<file path="src/rtl/data_mem_responder.sv">
// data_mem_responder
//   Data-memory side of the pipelined CPU. Serves MEM-stage loads/stores from
//   an on-chip word RAM plus a 4-register MMIO window. Load data is
//   combinational, so the CPU's MEM/WB register captures it at the closing edge.
// Ports:
//   clk_i, rst_i        clock, synchronous active-low reset
//   memAddr_i/memData_i CPU address and store data
//   memRead_i/memWrite_i CPU load/store strobes (one access per cycle)
//   memData_o           combinational load data (0 when idle or faulting)
//   load_en_i/addr/data preload write port (works during reset)
//   busy_o              mirrors load_en_i; CPU stores are dropped while high
//   port_o              MMIO PORT register
//   fault_o/fault_addr_o sticky fault flag and first faulting address
module data_mem_responder #(
  parameter int                DATA_W    = 16,
  parameter int                ADDR_W    = 16,
  parameter int                DEPTH     = 256,
  parameter logic [ADDR_W-1:0] MMIO_BASE = 16'hFF00
) (
  input  logic                     clk_i,
  input  logic                     rst_i,
  input  logic [ADDR_W-1:0]        memAddr_i,
  input  logic [DATA_W-1:0]        memData_i,
  input  logic                     memRead_i,
  input  logic                     memWrite_i,
  output logic [DATA_W-1:0]        memData_o,
  input  logic                     load_en_i,
  input  logic [$clog2(DEPTH)-1:0] load_addr_i,
  input  logic [DATA_W-1:0]        load_data_i,
  output logic                     busy_o,
  output logic [DATA_W-1:0]        port_o,
  output logic                     fault_o,
  output logic [ADDR_W-1:0]        fault_addr_o
);
  localparam int IDX_W = $clog2(DEPTH);

  logic [DATA_W-1:0] r_mem [DEPTH];
  logic [DATA_W-1:0] r_port, r_cycles, r_wrcnt;
  logic              r_fault;
  logic [ADDR_W-1:0] r_fault_addr;

  logic [ADDR_W-1:0] w_mmio_off;
  logic [1:0]        w_mmio_sel;
  logic              w_ram_hit, w_mmio_hit, w_legal, w_fault;
  logic              w_store, w_st_ram, w_st_mmio;
  logic [IDX_W-1:0]  w_idx;
  logic [DATA_W-1:0] w_rdata;

  // Address decode
  assign w_ram_hit  = memAddr_i < ADDR_W'(DEPTH);
  assign w_mmio_off = memAddr_i - MMIO_BASE;
  assign w_mmio_sel = w_mmio_off[1:0];
  assign w_mmio_hit = (memAddr_i >= MMIO_BASE) && (w_mmio_off[ADDR_W-1:2] == '0);
  assign w_legal    = w_ram_hit | w_mmio_hit;
  assign w_idx      = memAddr_i[IDX_W-1:0];

  // Illegal access, or a simultaneous load+store anywhere
  assign w_fault = ((memRead_i | memWrite_i) & ~w_legal) | (memRead_i & memWrite_i);

  // Committed CPU store; ~memRead_i already excludes the load+store fault case
  assign w_store   = rst_i & memWrite_i & ~memRead_i & w_legal & ~load_en_i;
  assign w_st_ram  = w_store & w_ram_hit;
  assign w_st_mmio = w_store & w_mmio_hit;

  // RAM: preload takes the single write port; it also blocks CPU stores, so the
  // two never collide. No reset so contents survive rst_i.
  always_ff @(posedge clk_i) begin
    if (load_en_i)     r_mem[load_addr_i] <= load_data_i;
    else if (w_st_ram) r_mem[w_idx]       <= memData_i;
  end

  // MMIO registers and fault tracking
  always_ff @(posedge clk_i) begin
    if (!rst_i) begin
      r_port       <= '0;
      r_cycles     <= '0;
      r_wrcnt      <= '0;
      r_fault      <= 1'b0;
      r_fault_addr <= '0;
    end else begin
      // A CYCLES store replaces this cycle's increment
      r_cycles <= (w_st_mmio && w_mmio_sel == 2'd1) ? memData_i : r_cycles + DATA_W'(1);
      if (w_st_mmio && w_mmio_sel == 2'd0) r_port <= memData_i;
      if (w_st_ram && r_wrcnt != '1)       r_wrcnt <= r_wrcnt + DATA_W'(1);
      if (w_fault) begin
        r_fault <= 1'b1;
        if (!r_fault) r_fault_addr <= memAddr_i;
      end else if (w_st_mmio && w_mmio_sel == 2'd3 && memData_i[0]) begin
        r_fault      <= 1'b0;
        r_fault_addr <= '0;
      end
    end
  end

  // Combinational load path
  always_comb begin
    w_rdata = '0;
    if (memRead_i && !w_fault) begin
      if (w_ram_hit) w_rdata = r_mem[w_idx];
      else begin
        case (w_mmio_sel)
          2'd0:    w_rdata = r_port;
          2'd1:    w_rdata = r_cycles;
          2'd2:    w_rdata = r_wrcnt;
          default: w_rdata = {{(DATA_W-1){1'b0}}, r_fault};
        endcase
      end
    end
  end

  assign memData_o    = w_rdata;
  assign busy_o       = load_en_i;
  assign port_o       = r_port;
  assign fault_o      = r_fault;
  assign fault_addr_o = r_fault_addr;
endmodule
</file>
<file path="config.mk">
export PLATFORM = sky130hd
export DESIGN_NAME = data_mem_responder
export DESIGN_NICKNAME = d
export VERILOG_FILES = /design/src/rtl/data_mem_responder.sv
export SDC_FILE = /design/constraint.sdc
export NUM_CORES = 2
export LEC_CHECK = 0
export CELL_PAD_IN_SITES_DETAIL_PLACEMENT = 1
export CELL_PAD_IN_SITES_GLOBAL_PLACEMENT = 1
export CORE_ASPECT_RATIO = 0.5
export CORE_MARGIN = 4
export CORE_UTILIZATION = 59
export CTS_BUF_LIST = sky130_fd_sc_hd__clkbuf_8
export DETAILED_ROUTE_END_ITERATION = 7
export GPL_ROUTABILITY_DRIVEN = 0
export PLACE_DENSITY = 0.86
export SLEW_MARGIN = 10
export SYNTH_ARGS = -nofsm -noshare
export SYNTH_HDL_FRONTEND = slang
export SYNTH_SLANG_ARGS = --single-unit
</file>
<file path="constraint.sdc">
create_clock -name clk_i -period 7.7 [get_ports clk_i]
set_input_delay 1.54 -clock clk_i [delete_from_list [all_inputs] [get_ports clk_i]]
set_output_delay 1.54 -clock clk_i [all_outputs]
set_load 0.01 [all_outputs]
</file>
==> results of run 1 <==
-- synth_stat cells (17+ instances only) --
master / count / share of area [%]
edfxtp_1: 4096 / 76
mux4_2: 1103 / 15
nor2_1: 360 / 0.84
nand2_1: 236 / 0.55
mux2i_1: 170 / 1.1
clkbuf_1: 152 / 0.35
buf_2: 114 / 0.35
a21oi_1: 93 / 0.29
a22oi_1: 75 / 0.35
nand3_1: 70 / 0.22
dfxtp_1: 65 / 0.81
buf_4: 64 / 0.30
buf_6: 59 / 0.41
o21ai_0: 59 / 0.18
o22ai_1: 57 / 0.22
a221oi_1: 47 / 0.26
a31oi_1: 35 / 0.14
a211oi_1: 34 / 0.16
nor3_1: 29 / 0.090
nor2b_1: 25 / 0.097
nand4_1: 23 / 0.089
a22o_1: 22 / 0.12
buf_1: 20 / 0.047
nor4_1: 20 / 0.078
nand2b_1: 17 / 0.066
xnor2_1: 17 / 0.092
-- cells by family after synthesis --
kind of cell	count (synthesis)	share of synthesized area [%]
xor gates and xnor gates	27	0.147
buffers and inverters	427	1.58
muxes	1281	16.5
AOI/OAI and AO/OA	523	2.24
adders and majority gates	3	0.0217
DFF	4161	77.1
and+or+nand+nor	855	2.35
-- stage by stage --
step,setup TNS [ns],cells,hold WS (ns),instance area (µm²),setup WS (ns)
after floorplan,0,7277,0.461,161000,0.731
after global placement,0,11300,0.455,171000,0.0902
after detailed placement,-0.0576,11300,0.463,171000,-0.0576
==> flow_summary.ini, run 1 <==
[clock_tree]
ctsRootBufferMaster = clkbuf_8
cts_max_level = 6
clock-sinks = 4161
cts_resized = 7
clk_path_buf_depth = 4
cts_hold_buf = 0
cts_made_buffers = 573
post-cts-setup-buffers = 0

[yosys]
async_flop_share_pct = 0
syn_area_per_cell_um2 = 22.1
ys.flop_type = edfxtp_1
syn_area_um2 = 161000
synth_cell_types = 81
yosysSeqAreaShare_pct = 77.1
synth.net_count = 7340
ys_warn_count = 0
synth-seq-cells = 4161
synth_edf_count = 4096
syn_inst = 7277

[run_status]
status = did not finish
lastStage = clock tree synthesis (4_1_cts)
stop_error = [ERROR DPL-0033] detailed placement checks failed during check placement.

[floorplanning]
rows = 135
design.portCount = 111
die_x_um = 747
die_h_um = 378
start_util_pct = 59.4

[placement]
numPortBuffers = 110
dp.final_hpwl_mm = 349
==> inputs of run 2 (changes only) <==
- CELL_PAD_IN_SITES_DETAIL_PLACEMENT: 1 -> default
- CELL_PAD_IN_SITES_GLOBAL_PLACEMENT: 1 -> default
- CORE_ASPECT_RATIO: 0.5 -> default
- CORE_UTILIZATION: 59 -> 40
- CTS_BUF_LIST: sky130_fd_sc_hd__clkbuf_8 -> default
- PLACE_DENSITY: 0.86 -> default
- PLACE_DENSITY_LB_ADDON: default -> 0.15
==> flow_summary.ini, run 2 <==
[clock_tree]
post-cts-setup-buffers = 0
ctsRootBufferMaster = clkbuf_16
cts_hold_buf = 0
cts_max_level = 5
clock-sinks = 4161
cts_made_buffers = 441
clk_path_buf_depth = 4
path_clk_slew_ns = 0.06
clk_latency_ns = 0.99
cts_tree = built

[floorplanning]
die_x_um = 643
design.portCount = 111
core_um2 = 400000
die-area_um2 = 413000
start_util_pct = 40.3
die_h_um = 643
rows = 232

[worst_setup_path]
startpoint_type = primary input
path_max_fanout = 17
cp-endpoint = memData_o[13]
reg2reg_slack_ns = 5.20
critPathMaxStageDelay_ns = 1.06
reg2reg_from = r_wrcnt[1]
crit_start = memAddr_i[6]
required_ns = 6.16
slowest_stage = nor3_1
crit_buf_inv = 3
r2r_end = r_wrcnt[14]
path_class = primary input to output pin
arrival_ns = 6.17
crit_family = simple AND/OR/NAND/NOR gates
crit_chain = buf_2, buf_4, nor2_1, nand2_1, a221oi_1, o21ai_1, nand3_1, nor3_1, a32o_1, clkdlybuf4s50_1
ff2ff_path_depth = 8
cp-end-kind = output pin
crit_cells = 10

[timing]
clock.fmax_mhz = 130
relSlewSlack_pct = 2.65
setup_slack_ns = -0.0125
skew_ns = 0.00744
tightest_slew_ns = 1.45
finalCritPeriodShare_pct = 100
min_period_ns = 7.71
hold_violations = 0
finalSetupViolCount = 1
timing.hold.ws_ns = 0.472
final_max_slew_viol_count = 0
rsz0062_at_grt = false

[final_layout]
layout-drive-gt1-share_pct = 31.7
areaGrowthSynthToFinish_pct = 16.3
fin_area_um2 = 187000
regMostFlops = r_mem
n_fill_cell = 33000
nets = 8134
final_util_pct = 46.8
largest_reg_flops = 4096
mostFrequentLayoutCell = edfxtp_1
final_cell_mix = 4096 x edfxtp_1, 1103 x mux4_2, 567 x buf_4

[pwr]
power_density_nw_per_um2 = 258
finalPower_uw = 48400
leakagePower_uw = 0.0586
irDropWorstVdd_mv = 0.199

[grt]
grt_max_degree = 177
grtUsageTotal_pct = 24.2
grt_pass1_wl_mm = 698
overflow = 0
grt_pass1_vias = 81500
antenna_found_initial = 41

[yosys]
syn_area_per_cell_um2 = 22.1
syn_area_um2 = 161000
yosysSeqAreaShare_pct = 77.1
synth_area_leaders = edfxtp_1 76%, mux4_2 15%, mux2i_1 1.1%
synth.most_common_cell = edfxtp_1
async_flop_share_pct = 0
synth_cell_types = 81
ys.flop_type = edfxtp_1
synth.largest_area_cell = edfxtp_1
synth.top_cell.area_share_pct = 76.3
ys_warn_count = 0
syn_inst = 7277
synth-seq-cells = 4161
netlist_top_cells_count = 4096 x edfxtp_1, 1103 x mux4_2, 360 x nor2_1
synth.net_count = 7340
synth_edf_count = 4096

[run_status]
violations = capacitance limit, setup timing
status = complete, but fails checks

[route]
drcViolationCount = 0
ant_nets = 0
dr.pass1.iters = 7
vias_per_cell = 6.01
route.final.wire_length_mm = 510
num_vias = 82500
first_iter_violations = 10900
wl_per_cell_um = 37.2

[placement]
numPortBuffers = 110
pre_cts_ws_ns = -0.334
placed_cell_area_um2 = 173000
dp.final_hpwl_mm = 324

[hold_path]
hold_path_class = register to register

[run]
max_cap_viol_count = 1
## run 2: cell counts after synthesis
Identical to the previous run, type by type.
## run 2: cell families (layout without fill, tap and decap cells)
| kind of cell | Yosys count | in the layout | synth area share, % |
|---|---|---|---|
| flip-flops | 4161 | 4161 | 77.1 |
| multiplexers | 1281 | 1281 | 16.5 |
| AND/OR/NAND/NOR | 855 | 855 | 2.35 |
| AO/OA/AOI/OAI | 523 | 523 | 2.24 |
| buffers and inverters | 427 | 1592 | 1.58 |
| XOR/XNOR | 27 | 27 | 0.147 |
| adder cells (fa/ha/maj) | 3 | 3 | 0.0217 |
| other | 0 | 21 | 0 |
## run 2: layout make-up
type	count	area [µm²]	share of cell area, %
Sequential cell	4161	124000	66.3
Antenna cell	21	52.6	0.0280
Clock inverter	281	2480	1.32
Inverter	8	32.5	0.0174
Tap cell	5265	6590	3.52
Clock buffer	533	11600	6.20
Multi-Input combinational cell	2689	35100	18.7
Timing Repair Buffer	770	7270	3.88
## run 2: timing repair
item / 4_1_cts / 5_1_grt
gates resized for setup: 5 / 2
cloned: 0 / 0
setup endpoints to repair: 3 / 2
hold endpoints to repair: 0 / 0
## run 2: worst min-delay path by stage
stage,from,to,slack (ns),cells past startpoint
2_1_floorplan,r_cycles[0],r_cycles[0],0.46,1
3_3_place_gp,fault_addr_o[0],fault_addr_o[0],0.46,2
3_5_place_dp,fault_addr_o[0],fault_addr_o[0],0.46,2
4_1_cts,fault_addr_o[6],fault_addr_o[6],0.47,2
5_1_grt,fault_addr_o[1],fault_addr_o[1],0.48,2
6_report,fault_addr_o[4],fault_addr_o[4],0.47,2
## run 2: worst register-to-register path, cell delays in order, from the launching register on
cell	delay, ns
dfxtp_1	0.51
ha_1	0.25
nand2_1	0.06
or2_2	0.33
o31ai_2	0.62
nor2_1	0.24
nand3_1	0.17
xor2_1	0.16
nor2_1	0.06
## run 2: through the flow
step	instances	setup TNS [ns]
finish	13700	-0.0125
detailed placement	12900	-0.337
global placement	12900	-0.414
CTS	13700	0
global route	13700	0
floorplan	7277	0
## run 2: layer usage
metal	vias to the layer above	GRT usage [%]	share of wire, %
met5	-	0	0.016
li1	32500	-	-
met2	3991	37.6	46
met3	787	5.07	8.7
met4	12	7.98	3.7
met1	45200	34.4	41
## run 2: power by group
part / internal (µW) / switching (µW)
clock network: 11800 / 8950
logic: 920 / 1770
registers: 24900 / 15.2
total: 37700 / 10700
Power figures use the tool's default switching activity.
